==> src/rtl/lsm_sequencer_if.sv <==
// Memory-side beat bus of the load/store-multiple sequencer.
// The sequencer is the master: it drives address, request strobes and store data.
interface lsm_sequencer_if #(
    parameter int ADDR_W = 32,
    parameter int DATA_W = 32
);
    logic [ADDR_W-1:0] busaddr;
    logic              rd_req;
    logic              wr_req;
    logic              rw_wait;
    logic [DATA_W-1:0] wr_data;
    logic [DATA_W-1:0] rd_data;

    modport master (
        output busaddr, rd_req, wr_req, wr_data,
        input  rw_wait, rd_data
    );

    modport slave (
        input  busaddr, rd_req, wr_req, wr_data,
        output rw_wait, rd_data
    );
endinterface

==> src/rtl/lsm_sequencer.sv <==
// Load/store-multiple sequencer: one bus beat per selected register, IA/IB/DA/DB modes.
// Optional LSM_CPSR_RESTORE_EN adds the SPSR->CPSR restore pulse on an LDM of the top register.
module lsm_sequencer #(
    parameter int NREGS  = 16,
    parameter int ADDR_W = 32,
    parameter int DATA_W = 32
) (
    input  logic                     clk,
    input  logic                     Nrst,
    input  logic                     start,
    input  logic                     load,
    input  logic                     up,
    input  logic                     pre,
    input  logic                     wb,
    input  logic                     sbit,
    input  logic [ADDR_W-1:0]        base,
    input  logic [$clog2(NREGS)-1:0] base_num,
    input  logic [NREGS-1:0]         reglist,
    lsm_sequencer_if.master          bus,
    output logic [$clog2(NREGS)-1:0] st_read,
    input  logic [DATA_W-1:0]        st_data,
    output logic                     busy,
    output logic                     done,
    output logic                     write_reg,
    output logic [$clog2(NREGS)-1:0] write_num,
    output logic [DATA_W-1:0]        write_data,
    output logic                     restore_cpsr
);
    localparam int IDX_W  = $clog2(NREGS);
    localparam int STRIDE = DATA_W / 8;
    localparam logic [ADDR_W-1:0] STRIDE_A = ADDR_W'(STRIDE);
    localparam logic [ADDR_W-1:0] LOW_MASK = ~(ADDR_W'(STRIDE - 1));

    typedef enum logic [1:0] {IDLE, XFER, FINISH} state_t;

    state_t            state_reg, state_next;
    logic [NREGS-1:0]  rem_reg;
    logic [ADDR_W-1:0] addr_reg;
    logic [ADDR_W-1:0] final_reg;
    logic              load_reg;
    logic              wb_reg;
    logic              base_in_list_reg;
    logic [IDX_W-1:0]  base_num_reg;

    logic [IDX_W:0]    count;
    logic [IDX_W-1:0]  cur_idx;
    logic [ADDR_W-1:0] span;
    logic [ADDR_W-1:0] start_addr;
    logic              launch;
    logic              accept;
    logic              last_beat;
    logic              rd_req;
    logic              wr_req;

    always_comb begin
        count = '0;
        for (int i = 0; i < NREGS; i++) begin
            count = count + (IDX_W + 1)'(reglist[i]);
        end
    end

    // Lowest remaining register always goes to the lowest remaining address.
    always_comb begin
        cur_idx = '0;
        for (int i = NREGS - 1; i >= 0; i--) begin
            if (rem_reg[i]) cur_idx = IDX_W'(i);
        end
    end

    assign span      = ADDR_W'(count) * STRIDE_A;
    assign last_beat = (rem_reg & (rem_reg - NREGS'(1))) == '0;
    assign launch    = (state_reg == IDLE) && start;

    always_comb begin
        case ({up, pre})
            2'b10:   start_addr = base;
            2'b11:   start_addr = base + STRIDE_A;
            2'b00:   start_addr = base - span + STRIDE_A;
            default: start_addr = base - span;
        endcase
    end

    always_ff @(posedge clk or negedge Nrst) begin
        if (!Nrst) state_reg <= IDLE;
        else       state_reg <= state_next;
    end

    always_comb begin
        state_next = state_reg;
        busy       = 1'b1;
        done       = 1'b0;
        rd_req     = 1'b0;
        wr_req     = 1'b0;
        accept     = 1'b0;
        case (state_reg)
            IDLE: begin
                busy = 1'b0;
                if (start) state_next = (count == '0) ? FINISH : XFER;
            end
            XFER: begin
                rd_req = load_reg;
                wr_req = !load_reg;
                accept = !bus.rw_wait;
                if (accept && last_beat) state_next = FINISH;
            end
            FINISH: begin
                done       = 1'b1;
                state_next = IDLE;
            end
            default: state_next = IDLE;
        endcase
    end

    assign bus.rd_req  = rd_req;
    assign bus.wr_req  = wr_req;
    assign bus.busaddr = addr_reg & LOW_MASK;
    assign bus.wr_data = st_data;
    assign st_read     = cur_idx;

    always_ff @(posedge clk or negedge Nrst) begin
        if (!Nrst) begin
            rem_reg          <= '0;
            addr_reg         <= '0;
            final_reg        <= '0;
            load_reg         <= 1'b0;
            wb_reg           <= 1'b0;
            base_in_list_reg <= 1'b0;
            base_num_reg     <= '0;
            write_reg        <= 1'b0;
            write_num        <= '0;
            write_data       <= '0;
        end else begin
            write_reg <= 1'b0;
            if (launch) begin
                rem_reg          <= reglist;
                addr_reg         <= start_addr;
                final_reg        <= up ? base + span : base - span;
                load_reg         <= load;
                // An empty list never writes the base back.
                wb_reg           <= wb && (count != '0);
                base_in_list_reg <= reglist[base_num];
                base_num_reg     <= base_num;
            end else if (accept) begin
                rem_reg  <= rem_reg & (rem_reg - NREGS'(1));
                addr_reg <= addr_reg + STRIDE_A;
                if (load_reg) begin
                    write_reg  <= 1'b1;
                    write_num  <= cur_idx;
                    write_data <= bus.rd_data;
                end
            end else if (state_reg == FINISH && wb_reg && (!load_reg || !base_in_list_reg)) begin
                // A loaded base register keeps the loaded value.
                write_reg  <= 1'b1;
                write_num  <= base_num_reg;
                write_data <= final_reg;
            end
        end
    end

`ifdef LSM_CPSR_RESTORE_EN
    logic restore_en_reg;

    always_ff @(posedge clk or negedge Nrst) begin
        if (!Nrst) begin
            restore_en_reg <= 1'b0;
            restore_cpsr   <= 1'b0;
        end else begin
            restore_cpsr <= 1'b0;
            if (launch) begin
                restore_en_reg <= load && sbit && reglist[NREGS-1];
            end else if (accept && load_reg && cur_idx == IDX_W'(NREGS - 1)) begin
                restore_cpsr <= restore_en_reg;
            end
        end
    end
`else
    logic unused_sbit;
    assign unused_sbit  = sbit;
    assign restore_cpsr = 1'b0;
`endif

endmodule

==> src/flat_wrapper.sv <==
// flat-port wrapper written by rule: the top's interface ports become plain ports
module lsm_sequencer_flat 
#(
    parameter int NREGS  = 16,
    parameter int ADDR_W = 32,
    parameter int DATA_W = 32
)
  (clk, Nrst, start, load, up, pre, wb, sbit, base, base_num, reglist, st_read, st_data, busy, done, write_reg, write_num, write_data, restore_cpsr, bus_busaddr, bus_rd_req, bus_wr_req, bus_wr_data, bus_rw_wait, bus_rd_data);
  lsm_sequencer_if #(.ADDR_W(ADDR_W), .DATA_W(DATA_W)) bus_i ();
  input  logic clk;
  input  logic Nrst;
  input  logic start;
  input  logic load;
  input  logic up;
  input  logic pre;
  input  logic wb;
  input  logic sbit;
  input  logic [ADDR_W-1:0] base;
  input  logic [$clog2(NREGS)-1:0] base_num;
  input  logic [NREGS-1:0] reglist;
  output logic [$clog2(NREGS)-1:0] st_read;
  input  logic [DATA_W-1:0] st_data;
  output logic busy;
  output logic done;
  output logic write_reg;
  output logic [$clog2(NREGS)-1:0] write_num;
  output logic [DATA_W-1:0] write_data;
  output logic restore_cpsr;
  output wire logic [$bits(bus_i.busaddr)-1:0] bus_busaddr;
  output wire logic [$bits(bus_i.rd_req)-1:0] bus_rd_req;
  output wire logic [$bits(bus_i.wr_req)-1:0] bus_wr_req;
  output wire logic [$bits(bus_i.wr_data)-1:0] bus_wr_data;
  input wire logic [$bits(bus_i.rw_wait)-1:0] bus_rw_wait;
  input wire logic [$bits(bus_i.rd_data)-1:0] bus_rd_data;
  assign bus_busaddr = bus_i.busaddr;
  assign bus_rd_req = bus_i.rd_req;
  assign bus_wr_req = bus_i.wr_req;
  assign bus_wr_data = bus_i.wr_data;
  assign bus_i.rw_wait = bus_rw_wait;
  assign bus_i.rd_data = bus_rd_data;
  lsm_sequencer #(.NREGS(NREGS), .ADDR_W(ADDR_W), .DATA_W(DATA_W)) u_core (.clk(clk), .Nrst(Nrst), .start(start), .load(load), .up(up), .pre(pre), .wb(wb), .sbit(sbit), .base(base), .base_num(base_num), .reglist(reglist), .bus(bus_i), .st_read(st_read), .st_data(st_data), .busy(busy), .done(done), .write_reg(write_reg), .write_num(write_num), .write_data(write_data), .restore_cpsr(restore_cpsr));
endmodule
==> config.mk <==
export PLATFORM = sky130hd
export DESIGN_NAME = lsm_sequencer_flat
export DESIGN_NICKNAME = d
export VERILOG_FILES = /design/src/rtl/lsm_sequencer_if.sv /design/src/rtl/lsm_sequencer.sv /design/src/flat_wrapper.sv
export SDC_FILE = /design/constraint.sdc
export NUM_CORES = 1
export LEC_CHECK = 0
export ABC_CLOCK_PERIOD_IN_PS = 4550
export BUFFER_PORTS_ARGS = -buffer_cell sky130_fd_sc_hd__buf_2
export CORE_MARGIN = 8
export CORE_UTILIZATION = 54
export DETAILED_ROUTE_END_ITERATION = 6
export PLACE_DENSITY = 0.9
export SETUP_SLACK_MARGIN = 0.3
export SYNTH_ARGS = -nofsm -noshare
export SYNTH_HDL_FRONTEND = slang
export SYNTH_SLANG_ARGS = --single-unit
export TNS_END_PERCENT = 5
==> constraint.sdc <==
create_clock -name clk -period 4.55 [get_ports clk]
set_input_delay 1.1375 -clock clk [delete_from_list [all_inputs] [get_ports clk]]
set_output_delay 1.1375 -clock clk [all_outputs]
set_load 0.005 [all_outputs]
==> run_results.csv, run 1 <==
group,metric,value,unit
clock_tree,cts_max_level,4,
power_and_ir_drop,clkPwrFrac,0.183,
timing,worst_slew_pin_slew,797,ps
timing,worst_slack,-2780,ps
global_route,track_usage,0.322,
cells_and_area,synthToLayoutAreaGrowth,32.3,%
routing,firstDrtPassIters,6,
clock_tree,cts.path.max_buffers,2,
synthesis,synth_common_cells,"nand2_1, o21ai_0, dfrtp_1",
power_and_ir_drop,ir_drop,0.000404,V
cells_and_area,fin_nets,1727,
synthesis,synth_cells,1302,
place,hpwl,28800,um
timing,drv_slew,0,
power_and_ir_drop,switching_share,0.437,
synthesis,yosysMostFrequentCell,"nand2_1",
floorplan,core,19300,um2
routing,ant_nets,0,
power_and_ir_drop,power_leakage,6.03,nW
power_and_ir_drop,p_int,0.00489,W
timing,finalCritPeriodShare,1.61,
worst_setup_path,cpMaxStageDelayCell,"fa_1",
global_route,grt_pass1_wl,61600,um
worst_setup_path,end_kind,"flip-flop",
synthesis,ys_ff_latch,124,
synthesis,yosys-top-cells-area,"dfrtp_1, nand2_1, o21ai_0",
floorplan,die_y,155,um
timing,hold_viol_final,0,
worst_setup_path,critical_path.top_delay_family,"adder cells",
power_and_ir_drop,p_per_area,627,nW/um2
timing,setup_viol,62,
routing,drt_wl_total,40200,um
status,violations,"negative setup slack",
power_and_ir_drop,p_sw,0.00379,W
cells_and_area,drive_gt1_frac,0.345,
synthesis,yosysWarningCount,0,
worst_setup_path,worstPathArrival,7640,ps
timing,holdWs,473,ps
clock_tree,cts_tree,"done",
routing,wl_per_cell,21.7,um
floorplan,die_x,155,um
routing,vias,11800,
routing,dr.first_iter.drc_count,1506,
synthesis,synth-edff-count,0,
synthesis,synth_top_area_frac,0.296,
routing,vias_per_cell,6.39,
clock_tree,clk_pin_slew,60,ps
worst_setup_path,cp.required,4860,ps
floorplan,die-area,24100,um2
clock_tree,clk_latency,440,ps
synthesis,async_reset_ff_frac,1.00,
power_and_ir_drop,power.total,0.00868,W
flow_run,maxCapViolations,0,
cells_and_area,num-fill-cells,1408,
routing,drc,0,
place,placed_cells,1805,
place,dpl_cell_area,12500,um2
power_and_ir_drop,seqPwrFrac,0.240,
synthesis,synth_ff_type,"dfrtp_1",
timing,fin_crit,7330,ps
place,gp_congestion,1.03,
global_route,grt_pass1_vias,11800,
worst_setup_path,path_class,"in2reg",
global_route,grt_max_degree,74,
synthesis,syn_area,10500,um2
power_and_ir_drop,combPwrFrac,0.577,
cells_and_area,design_area,13800,um2
timing,timing.fmax,0.137,GHz
status,status,"complete, but fails checks",
cells_and_area,instances_no_fill,1850,
worst_setup_path,path_buf_inv,9,
worst_setup_path,startpoint_type,"primary input",
hold_path,hp-class,"reg2reg",
global_route,gr-total-overflow,0,
synthesis,syn_area_per_cell,8.04,um2
timing,relSlewSlack,0.468,
floorplan,start_util,0.543,
synthesis,ys_seq_area_frac,0.296,
clock_tree,cts.sinks,124,
synthesis,synth_cell_type_count,94,
timing,rsz0062_at_grt,"true",
timing,finClkSkew,10.8,ps
floorplan,fp-row-count,51,
worst_setup_path,crit_path_max_incr_delay,540,ps
clock_tree,cts_made_buffers,17,
synthesis,yosysTopAreaCell,"dfrtp_1",
floorplan,pin_count,235,
clock_tree,root_buffer,"clkbuf_16",
global_route,antenna_found_initial,3,
place,portBuffers,166,
worst_setup_path,path_max_fanout,6,
cells by family (layout without fill, tap and decap cells):
group | after synthesis | after routing | share of synthesized area
and+or+nand+nor | 501 | 501 | 0.236
muxes | 48 | 48 | 0.0521
other | 1 | 6 | 0.000358
adders and majority gates | 36 | 36 | 0.0509
AOI/OAI and AO/OA | 327 | 327 | 0.197
buffers and inverters | 169 | 447 | 0.0864
DFF | 124 | 124 | 0.296
xor gates and xnor gates | 96 | 96 | 0.0803
stage by stage:
step | setup slack, ps | utilization | TNS, ps
2_1_floorplan | -2750 | - | -113050
3_3_place_gp | -3030 | 0.650 | -141160
3_5_place_dp | -3180 | 0.650 | -149740
4_1_cts | -2650 | 0.703 | -112920
5_1_grt | -3010 | 0.718 | -127200
6_report | -2780 | 0.719 | -115280
worst paths after layout:
| kind | from | end | slack, ps | depth (start not counted) |
|---|---|---|---|---|
| max | reglist[1] | u_core.addr_reg[31]$_DFFE_PN0P_ | -2780 | 27 |
| min | u_core.write_data[22]$_DFFE_PN0P_ | u_core.write_data[22]$_DFFE_PN0P_ | 470 | 2 |
| max reg2reg | u_core.rem_reg[0]$_DFFE_PN0P_ | u_core.state_reg[0]$_DFFE_PN0P_ | 1630 | 8 |
| min reg2reg | u_core.write_data[22]$_DFFE_PN0P_ | u_core.write_data[22]$_DFFE_PN0P_ | 470 | 2 |
| max in group asynchronous | Nrst | u_core.addr_reg[26]$_DFFE_PN0P_ | 2960 | 2 |
| min in group asynchronous | Nrst | u_core.write_data[31]$_DFFE_PN0P_ | 770 | 1 |
worst min-delay path, stage by stage (launching register included):
cell     delay [ps]
dfrtp_1         340
nand2_1          40
o21ai_0          60
cell usage in the layout, fill, tap and decap left out, types with 40 or more instances in the layout:
| cell | synthesis | layout |
|---|---|---|
| a21oi_1 | 59 | 55 |
| buf_2 | 4 | 164 |
| buf_4 | 37 | 192 |
| dfrtp_1 | 124 | 124 |
| mux2i_1 | 41 | 40 |
| nand2_1 | 182 | 180 |
| nor2_1 | 89 | 78 |
| o21ai_0 | 130 | 115 |
| xnor2_1 | 52 | 49 |
| xor2_1 | 44 | 43 |
power by group through the flow:
stage | registers, W | clock network, W | logic (W)
finish | 0.00208 | 0.00159 | 0.00501
global route | 0.00214 | 0.00164 | 0.00540
CTS | 0.00206 | 0.00160 | 0.00455
detailed placement | 0.00207 | 0 | 0.00423
global placement | 0.00204 | 0 | 0.00406
floorplan | 0.00196 | 0 | 0.00256
cell type report:
cell class / instances / area [um2] / share of cell area
timing repair buffer: 366 / 2400 / 0.173
multi-input combinational: 1011 / 7150 / 0.516
inverter: 49 / 186 / 0.0135
clock inverter: 12 / 208 / 0.0150
sequential: 124 / 3100 / 0.224
clock buffer: 20 / 467 / 0.0337
antenna: 3 / 7.51 / 0.000542
tap: 265 / 332 / 0.0239
routing by layer:
layer	share of wire	wire length, um	track usage	vias up
li1	-	-	-	5152
met1	0.35	14000	0.353	5589
met2	0.48	19500	0.553	826
met3	0.095	3810	0.0802	259
met4	0.073	2930	0.202	2
met5	0.00035	14	0	-
timing repair:
item / in CTS / in global routing
hold buffers: 0 / 0
buffers inserted: 3 / 6
endpoints found under the hold margin: 0 / 0
cloned: 0 / 1
endpoints found under the setup margin: 63 / 63
pin swaps: 26 / 19
gates resized for setup: 85 / 57
(Power assumes the default switching activity.)
==> run 2: changes to the inputs <==
--- a/config.mk
+++ b/config.mk
@@ -7,10 +7,11 @@
 export LEC_CHECK = 0
 export ABC_CLOCK_PERIOD_IN_PS = 4550
 export BUFFER_PORTS_ARGS = -buffer_cell sky130_fd_sc_hd__buf_2
+export CORE_ASPECT_RATIO = 1.1
 export CORE_MARGIN = 8
-export CORE_UTILIZATION = 54
+export CORE_UTILIZATION = 25
 export DETAILED_ROUTE_END_ITERATION = 6
-export PLACE_DENSITY = 0.9
+export PLACE_DENSITY = 0.53
 export SETUP_SLACK_MARGIN = 0.3
 export SYNTH_ARGS = -nofsm -noshare
 export SYNTH_HDL_FRONTEND = slang
==> run 2 against run 1 <==
The flow still finishes with violations (negative setup slack). Largest power group unchanged. Sequential power is essentially flat. Count of clock-buffer cells in the layout rose by 2. Fmax up 2.5%. Via count is 8.4% lower. Cell count is 17% higher. Flip-flop and latch count is the same. Total power down 4.3%. Sequential share of layout area fell by 0.78 points. Utilization fell by 37 points. Register-to-register slack improved by 70 ps. Die area grew 100%.
==> run_results.csv, run 2 (synthesized netlist as in run 1, its figures left out) <==
group,metric,value,unit
power_and_ir_drop,ir_drop,0.000331,V
cells_and_area,layout_commonest_cell,"buf_4",
floorplan,die_x,211,um
floorplan,fp-row-count,78,
global_route,gr-total-overflow,0,
floorplan,core,41300,um2
global_route,antenna_found_initial,1,
cells_and_area,utilization,0.347,
floorplan,die_y,231,um
cells_and_area,fin_nets,1741,
global_route,grt_pass1_vias,11000,
global_route,track_usage,0.170,
place,hpwl,32800,um
routing,vias,10800,
clock_tree,cts_made_buffers,17,
worst_setup_path,crit_path_max_incr_delay,550,ps
clock_tree,clk_latency,440,ps
worst_setup_path,worstPathArrival,7470,ps
routing,firstDrtPassIters,5,
worst_setup_path,critical_path.top_delay_family,"adder cells",
floorplan,pin_count,235,
clock_tree,cts.sinks,124,
timing,timing.fmax,0.140,GHz
status,status,"complete, but fails checks",
worst_setup_path,path_max_fanout,5,
cells_and_area,synthToLayoutAreaGrowth,37.0,%
status,violations,"negative setup slack",
routing,drt_wl_total,41900,um
global_route,grt_pass1_wl,64400,um
routing,drc,0,
timing,rsz0062_at_grt,"true",
floorplan,die-area,48700,um2
timing,finClkSkew,7.17,ps
routing,wl_per_cell,19.4,um
cells_and_area,drive_gt1_frac,0.348,
routing,vias_per_cell,5.03,
floorplan,start_util,0.254,
worst_setup_path,cpMostUsedCell,"fa_1",
worst_setup_path,startpoint_type,"primary input",
clock_tree,cts.path.max_buffers,2,
timing,relSlewSlack,0.425,
cells_and_area,final_cell_mix,"buf_4, nand2_1, buf_2",
clock_tree,ctsHoldBuffers,0,
timing,worst_slack,-2600,ps
cells_and_area,diodes,0,
timing,finalCritPeriodShare,1.57,
worst_setup_path,cp_cell_sequence,"buf_6, ha_4, inv_2, fa_1, inv_2, fa_1, fa_1, inv_1, fa_1, fa_2, fa_2, nor2b_1, o21ai_2, ha_2, buf_6, or4_4, or3_1, or3_1, a211o_1, and2_4, or3_4, o31a_1, nor4_2, a21oi_1",
power_and_ir_drop,p_per_area,579,nW/um2
timing,worst_slew_pin_slew,863,ps
place,portBuffers,166,
routing,dr.first_iter.drc_count,681,
timing,drv_slew,0,
timing,fin_crit,7150,ps
place,gp_congestion,0.972,
timing,hold_viol_final,0,
clock_tree,clk_pin_slew,60,ps
clock_tree,cts_tree,"done",
global_route,grt_max_degree,81,
clock_tree,cts_max_level,4,
worst_setup_path,path_class,"in2reg",
routing,ant_nets,0,
worst_setup_path,cpMaxStageDelayCell,"fa_1",
worst_setup_path,path_buf_inv,5,
timing,holdWs,472,ps
place,place_ws,-3240,ps
clock_tree,root_buffer,"clkbuf_16",
timing,setup_viol,62,
hold_path,hp-class,"reg2reg",
power_and_ir_drop,power_leakage,6.10,nW
worst_setup_path,end_kind,"flip-flop",
flow_run,maxCapViolations,0,
worst_setup_path,cp.required,4870,ps
-- run 2: worst paths after layout --
check                                             startpoint                           endpoint  depth (start not counted)  slack, ps
min in group asynchronous                               Nrst         u_core.write_reg$_DFF_PN0_                          1        750
max                                               reglist[1]    u_core.addr_reg[31]$_DFFE_PN0P_                         24      -2600
max in group asynchronous                               Nrst   u_core.final_reg[12]$_DFFE_PN0P_                          2       2960
max reg2reg                    u_core.rem_reg[0]$_DFFE_PN0P_    u_core.state_reg[0]$_DFFE_PN0P_                          8       1700
min                        u_core.write_data[19]$_DFFE_PN0P_  u_core.write_data[19]$_DFFE_PN0P_                          2        470
min reg2reg                u_core.write_data[19]$_DFFE_PN0P_  u_core.write_data[19]$_DFFE_PN0P_                          2        470
-- run 2: stage by stage --
step                      setup TNS, ps  power, W  cell area (um2)  std cells
final                           -113010   0.00831            14300       2156
after global routing            -124100   0.00897            14300       2156
after global placement          -149500   0.00635            13000       2116
after floorplan                 -113050   0.00452            10600       1304
after CTS                       -112030   0.00827            14100       2153
after detailed placement        -151270   0.00642            13000       2116
-- run 2: worst min-delay path, stage by stage (launching register included) --
cell	delay, ps
dfrtp_1	330
nand2_1	40
o21ai_0	60
-- run 2: cell type report --
cell class,count,area [um2]
clock buffer,22,474
inverter,49,186
clock inverter,10,185
multi-input combinational,1011,7190
timing repair buffer,380,2500
sequential,124,3100
tap,560,701
fill,4375,26900
-- run 2: power by group --
part	internal, W	switching [W]	leakage, nW
Sequential	0.00160	0.000454	1.55
Clock	0.00102	0.000535	0.321
Combinational	0.00218	0.00252	4.23
Total	0.00480	0.00350	6.10
-- run 2: layer usage --
metal  GRT usage  wire, um  vias to the layer above
li1            -         -                     5169
met4      0.0691      1270                        2
met1       0.198     17100                     5308
met3      0.0304      2010                       69
met5           0        13                        -
met2       0.302     21600                      292
-- run 2: timing repair --
item	4_1_cts	5_1_grt
buffers inserted	5	3
gates cloned	0	0
endpoints found under the hold margin	0	0
setup endpoints to repair	63	63
resized for setup	88	50
pin swaps	29	11
